===== src/rtl/edge_pulse_gen.sv =====
// edge_pulse_gen: multi-channel level-to-pulse converter.
// Each channel has an optional synchroniser and a rise/fall/both edge select.
// Each channel drives a retriggerable pulse of PULSE_W cycles and a sticky event flag.
// Optional feature: define EDGE_PULSE_DEBOUNCE_EN to insert a per-channel debounce filter
// of DEBOUNCE_CYC stable cycles between the synchroniser and the edge detector.
module edge_pulse_gen #(
   parameter int N_CH         = 8,
   parameter int SYNC_STAGES  = 2,
   parameter int PULSE_W      = 1,
   parameter int DEBOUNCE_CYC = 4
) (
   input  logic              clk,
   input  logic              reset,
   input  logic [N_CH-1:0]   level_in,
   input  logic [2*N_CH-1:0] mode,
   input  logic [N_CH-1:0]   clr,
   output logic [N_CH-1:0]   pulse_out,
   output logic [N_CH-1:0]   event_flag,
   output logic              any_pulse
);

   localparam int CW = $clog2(PULSE_W + 1);

   logic [N_CH-1:0] w_sync;
   logic [N_CH-1:0] w_lvl;
   logic [N_CH-1:0] w_det;
   logic [N_CH-1:0] w_pulse_nxt;
   logic [N_CH-1:0] r_prev;
   logic [CW-1:0]   r_cnt     [N_CH];
   logic [CW-1:0]   w_cnt_nxt [N_CH];

   generate
      if (N_CH < 1 || PULSE_W < 1 || DEBOUNCE_CYC < 1) begin : g_param_err
         $error("edge_pulse_gen: N_CH, PULSE_W and DEBOUNCE_CYC must all be >= 1");
      end

      if (SYNC_STAGES > 0) begin : g_sync
         logic [N_CH-1:0] r_sync [SYNC_STAGES];

         // Shift raw levels through the synchroniser chain; reset discards in-flight data
         always_ff @(posedge clk) begin
            if (reset) begin
               for (int s = 0; s < SYNC_STAGES; s++) r_sync[s] <= '0;
            end else begin
               r_sync[0] <= level_in;
               for (int s = 1; s < SYNC_STAGES; s++) r_sync[s] <= r_sync[s-1];
            end
         end

         assign w_sync = r_sync[SYNC_STAGES-1];
      end else begin : g_nosync
         assign w_sync = level_in;
      end
   endgenerate

`ifdef EDGE_PULSE_DEBOUNCE_EN
   localparam int DW = $clog2(DEBOUNCE_CYC + 1);

   logic [N_CH-1:0] r_lvl;
   logic [DW-1:0]   r_db_cnt [N_CH];

   // Accept a new level only after it has differed from the filtered level for DEBOUNCE_CYC cycles
   always_ff @(posedge clk) begin
      if (reset) begin
         r_lvl <= '0;
         for (int i = 0; i < N_CH; i++) r_db_cnt[i] <= '0;
      end else begin
         for (int i = 0; i < N_CH; i++) begin
            if (w_sync[i] == r_lvl[i]) begin
               r_db_cnt[i] <= '0;
            end else if (r_db_cnt[i] == DW'(DEBOUNCE_CYC - 1)) begin
               r_lvl[i]    <= w_sync[i];
               r_db_cnt[i] <= '0;
            end else begin
               r_db_cnt[i] <= r_db_cnt[i] + DW'(1);
            end
         end
      end
   end

   assign w_lvl = r_lvl;
`else
   assign w_lvl = w_sync;
`endif

   // Edge detection against the previous filtered level, gated by the per-channel mode bits
   always_comb begin
      w_det = '0;
      for (int i = 0; i < N_CH; i++) begin
         w_det[i] = (w_lvl[i] & ~r_prev[i] & mode[2*i]) |
                    (~w_lvl[i] & r_prev[i] & mode[2*i+1]);
      end
   end

   // Width counter next state: a detection (re)loads, otherwise count down to zero
   always_comb begin
      w_pulse_nxt = '0;
      for (int i = 0; i < N_CH; i++) begin
         w_cnt_nxt[i] = r_cnt[i];
         if (w_det[i]) begin
            w_cnt_nxt[i] = CW'(PULSE_W);
         end else if (r_cnt[i] != '0) begin
            w_cnt_nxt[i] = r_cnt[i] - CW'(1);
         end
         w_pulse_nxt[i] = (w_cnt_nxt[i] != '0);
      end
   end

   // Register previous level, width counters, pulses, sticky flags and the pulse summary
   always_ff @(posedge clk) begin
      if (reset) begin
         r_prev     <= '0;
         pulse_out  <= '0;
         event_flag <= '0;
         any_pulse  <= 1'b0;
         for (int i = 0; i < N_CH; i++) r_cnt[i] <= '0;
      end else begin
         r_prev     <= w_lvl;
         pulse_out  <= w_pulse_nxt;
         event_flag <= (event_flag & ~clr) | w_det;
         any_pulse  <= |w_pulse_nxt;
         for (int i = 0; i < N_CH; i++) r_cnt[i] <= w_cnt_nxt[i];
      end
   end

endmodule


===== config.mk =====
export PLATFORM = sky130hd
export DESIGN_NAME = edge_pulse_gen
export DESIGN_NICKNAME = d
export VERILOG_FILES = /design/src/rtl/edge_pulse_gen.sv
export SDC_FILE = /design/constraint.sdc
export NUM_CORES = 1
export LEC_CHECK = 0
export ABC_AREA = 1
export BUFFER_PORTS_ARGS = -buffer_cell sky130_fd_sc_hd__buf_4
export CAP_MARGIN = 30
export CORE_AREA = 3 3 75 49
export DETAILED_ROUTE_END_ITERATION = 8
export DIE_AREA = 0 0 78 52
export PLACE_DENSITY = 0.72
export SYNTH_ARGS = -nofsm -noshare
export SYNTH_HDL_FRONTEND = slang
export SYNTH_SLANG_ARGS = --single-unit

===== constraint.sdc =====
create_clock -name clk -period 2.7 [get_ports clk]
set_input_delay 0.27 -clock clk [delete_from_list [all_inputs] [get_ports clk]]
set_output_delay 0.27 -clock clk [all_outputs]
set_load 0.05 [all_outputs]

# Yosys cells after proc, flatten, opt, wreduce, memory -nomap -nowiden

Memory sizes are Yosys's and may differ from the RTL's.
Index checks and enable logic that the tools add are counted.

Memories kept: 2
Word-level logic and storage cells: 113
RAM bits: 24
Flip-flop bits (word level): 25

$add $sub $neg: 8
Mux-type cells: 29
Bitwise operators: 69
Reductions and logical operators: 1

Memories:

| name          | depth | width | read ports | clocked after memory_dff | write ports | RTL line | text |
|---|---|---|---|---|---|---|---|
| g_sync.r_sync | 2     | 8     | 2          | 0                        | 2           | 38       | `logic [N_CH-1:0] r_sync [SYNC_STAGES];` |
| r_cnt         | 8     | 1     | 8          | 0                        | 8           | 29       | `logic [CW-1:0] r_cnt [N_CH];` |

Operator list:

| cell                                     | count |
|---|---|
| bitwise AND 1 bit                        | 32 |
| two-way mux 1 bit                        | 27 |
| bitwise OR 1 bit                         | 18 |
| two-way mux 8 bit                        | 2 |
| NOT 1 bit                                | 16 |
| bitwise AND 8 bit                        | 1 |
| NOT 8 bit                                | 1 |
| bitwise OR 8 bit                         | 1 |
| OR reduction 8 bit                       | 1 |
| subtractor 1 bit (second input constant) | 8 |

# Logic depth before layout (Yosys ltp)

Word-level depth: 6
Mapped depth: 8
Mapped depth without buffers: 8

# Worst setup path before layout

No wires, ideal clock.

Kind: flip-flop to flip-flop
Start: register event_flag[0]
End: register event_flag[0]
Data arrival time: 0.831 ns
Buffers on the path: 0
Stages on the path, launching flop included: 3
Period minus slack after synthesis: 0.900 ns
Path slack: 1.800 ns
Required time: 2.630 ns
Cell sequence: dfxtp_1 > nand2_1 > a21oi_1

Longest elaborated chain between the ends: 2

RTL lines:

| what                     | RTL line | text |
|---|---|---|
| start: declaration       | 18       | `output logic [N_CH-1:0] event_flag,` |
| start signal: assignment | 120      | `event_flag <= (event_flag & ~clr) \| w_det;` |
| bitwise AND 8 bit        | 120      |  |
| bitwise OR 8 bit         | 120      |  |

No other way between the ends.
A chain may end at the register's enable or synchronous reset.

# Worst setup path in the final report

Start: register pulse_out[6]
End: output pulse_out[6]

RTL lines:

| what                     | RTL line | text |
|---|---|---|
| start: declaration       | 17       | `output logic [N_CH-1:0] pulse_out,` |
| start signal: assignment | 119      | `pulse_out <= w_pulse_nxt;` |

No word-level cell between the ends.

==> metrics.md <==
| Metric | Value |
|---|---|
| DR vias | `around 1100` |
| Bufs and invs on worst path | `1` |
| Combinational fraction of design power | `between 10% and 20%` |
| Synth unique cells | `9` |
| Critical setup path kind | `flip-flop to output port` |
| Slew headroom | `74.1%` |
| Gp weighted congestion | `0.710` |
| Worst EP required | `2.43 ns` |
| CP Cell Sequence | `buf_4` |
| Fmax | `between 0.9 and 1 GHz` |
| Post-layout min period | `1.11 ns` |
| Hold Violations, Final | `0` |
| ANT nets after route | `0` |
| Clock Latency Late Sink | `0.29 ns` |
| Yosys reg bits | `around 40` |
| Outcome | `completed` |
| First-pass GRT wire length | `4090 um` |
| Leakage power | `about 0.94 nW` |
| Multi-input combinational cell area | `340 sq um` |
| Period utilization | `41.0%` |
| Synthesized area | `between 1000 and 1500 sq um` |
| Max incr delay on CP | `~0.35 ns` |
| Die Span Y | `52 um` |
| Total CTS buffers | `5` |
| Post-CTS resize count | `0` |
| Top-Level Pins | `51` |
| Clk buf depth | `2` |
| Pre-Repair DR Iteration Count | `4` |
| Share of layout cells above drive strength 1 | `between 20 and 30%` |
| Switching Fraction | `22.2%` |
| Post-synthesis cell count | `between 150 and 200` |
| # clock sinks | `41` |
| ANT cells | `0` |
| Flop pwr share | `about 52%` |
| P_int | `0.952 mW` |
| Cell Rows | `16` |
| Yosys Warn Count | `0` |
| Number of global-route vias before repair | `about 960` |
| CTS tree | `yes` |
| Startpoint Class | `flip-flop` |
| Critical-path cell with the highest stage delay | `dfxtp_1` |
| Die width | `between 70 and 80 um` |
| Initial core utilization | `between 40% and 50%` |
| Clock-pin slew on the worst setup and hold paths | `roughly 0.07 ns` |
| Initial antenna violation count | `0` |
| Maxcap violations | `0` |
| Initial DRC count | `80` |
| # H-tree levels | `2` |
| Vias/cell | `between 4 and 5` |
| Pwr Total | `~1.2 mW` |
| Total track usage | `between 10% and 20%` |
| Worst clock skew | `0.00458 ns` |
| Final WL | `~2400 um` |
| Pwr dens | `657 nW/um^2` |
| Final net count | `~260` |
| Area of the core | `~3100 sq um` |
| NetSw | `0.272 mW` |
| Setup violators final | `0` |
| Hold Path Class | `input pin to flip-flop` |
| TNS Setup | `0 ns` |
| Worst setup margin | `between 1.5 and 2 ns` |
| Post-synthesis sequential area ratio | `between 60% and 70%` |
| PortBufs | `50` |
| Routed len/inst | `approximately 9 um` |
| Max-slew violations | `0` |
| FILL cells | `between 300 and 400` |
| WP data arrival | `approximately 0.84 ns` |
| CP Capture Type | `output port` |
| Post-DP HPWL | `about 1800 um` |
| Die Footprint | `4060 sq um` |
| Crit-path max FO | `1` |
| Maximum vdd ir drop | `0.430 mV` |
| Mean post-synth cell area | `~8 sq um` |
| Largest net degree at the start of global routing | `42` |
| Storage element area | `between 800 and 900 sq um` |
| GRT overflow | `0` |
| Unrepaired setup endpoints after global routing | `false` |
| Top cell family by delay on the critical path | `flip-flops` |
| DR DRC count | `0` |
| Syn_nets | `between 200 and 250` |
| Dpl ws | `1.66 ns` |
| Post-CTS setup buffer count | `0` |
| Slew of the pin with the lowest slew margin | `0.389 ns` |
| CTS Root Cell | `clkbuf_8` |
| Clk pwr share | `37.7%` |
| CTS Hold Buffers Added | `0` |
| Most common cell after layout, fill and taps aside | `buf_4` |
| P&R area growth vs syn | `37.9%` |
| Highest-count cells in the layout ignoring fill and taps | `buf_4, inv_1, dfxtp_1, nor2_1, nand2_1` |
synthesized netlist by cell type:
| master | n | area share, % |
|---|---|---|
| a21oi_1 | 8 | 3.0 |
| nand3b_1 | 3 | 1.7 |
| nor2_1 | 39 | 11 |
| nand2_1 | 19 | 5.3 |
| clkbuf_1 | 1 | 0.28 |
| inv_1 | 44 | 12 |
| buf_2 | 4 | 1.5 |
| dfxtp_1 | 41 | 61 |
| nand3_1 | 12 | 4.4 |
sequential cells by signal (all words and copies together), names as in the netlist:
signal and cells:
g_sync.r_sync 16, pulse_out 5, r_prev 8, any_pulse 1
event_flag 8, r_cnt 3
routing by layer:
| metal | GRT usage [%] | part of all wire, % |
|---|---|---|
| met5 | 0 | 0 |
| met4 | 7.85 | 1.6 |
| met3 | 5.71 | 9.2 |
| met2 | 19.5 | 39 |
| met1 | 17.4 | 50 |
final timing paths:
kind              cells after the start                start  slack [ns]              endpoint
setup / recovery                      1         pulse_out[6]        1.59          pulse_out[6]
hold / removal                        3          level_in[6]        0.18   g_sync.r_sync[0][6]
setup reg to reg                      7  g_sync.r_sync[0][9]        1.67             any_pulse
hold reg to reg                       2  g_sync.r_sync[0][5]        0.40  g_sync.r_sync[0][13]
cell families (layout without fill, tap and decap cells):
logic type / count (synthesis) / in the layout / synth area share (%)
and+or+nand+nor: 73 / 73 / 22.2
buffers and inverters: 49 / 101 / 14.0
DFF: 41 / 41 / 60.8
AOI/OAI and AO/OA: 8 / 8 / 2.97
power groups by stage:
stage / Sequential, mW / Clock [mW] / Combinational [mW]
after floorplan: 0.680 / 0 / 0.0396
after global placement: 0.650 / 0 / 0.126
after detailed placement: 0.651 / 0 / 0.127
after CTS: 0.637 / 0.474 / 0.128
after global routing: 0.639 / 0.503 / 0.139
final: 0.636 / 0.461 / 0.126
through the flow:
stage	area, sq um	hold slack, ns	utilization, %	instances
5_1_grt	1860	0.172	59.6	268
3_5_place_dp	1760	0.395	56.3	261
4_1_cts	1860	0.172	59.6	268
6_report	1860	0.181	59.6	268
2_1_floorplan	1350	0.377	-	171
3_3_place_gp	1760	0.391	56.3	261
final cells by class:
cell class / count / share of cell area, %
flip-flops and latches: 41 / 44.1
repair buffers: 50 / 20.2
multi-input cells: 81 / 18.3
clock buffers: 5 / 3.70
well taps: 45 / 3.02
clock inverters: 2 / 1.88
inverters: 44 / 8.87
No activity file was read; power rests on OpenSTA's default activity.
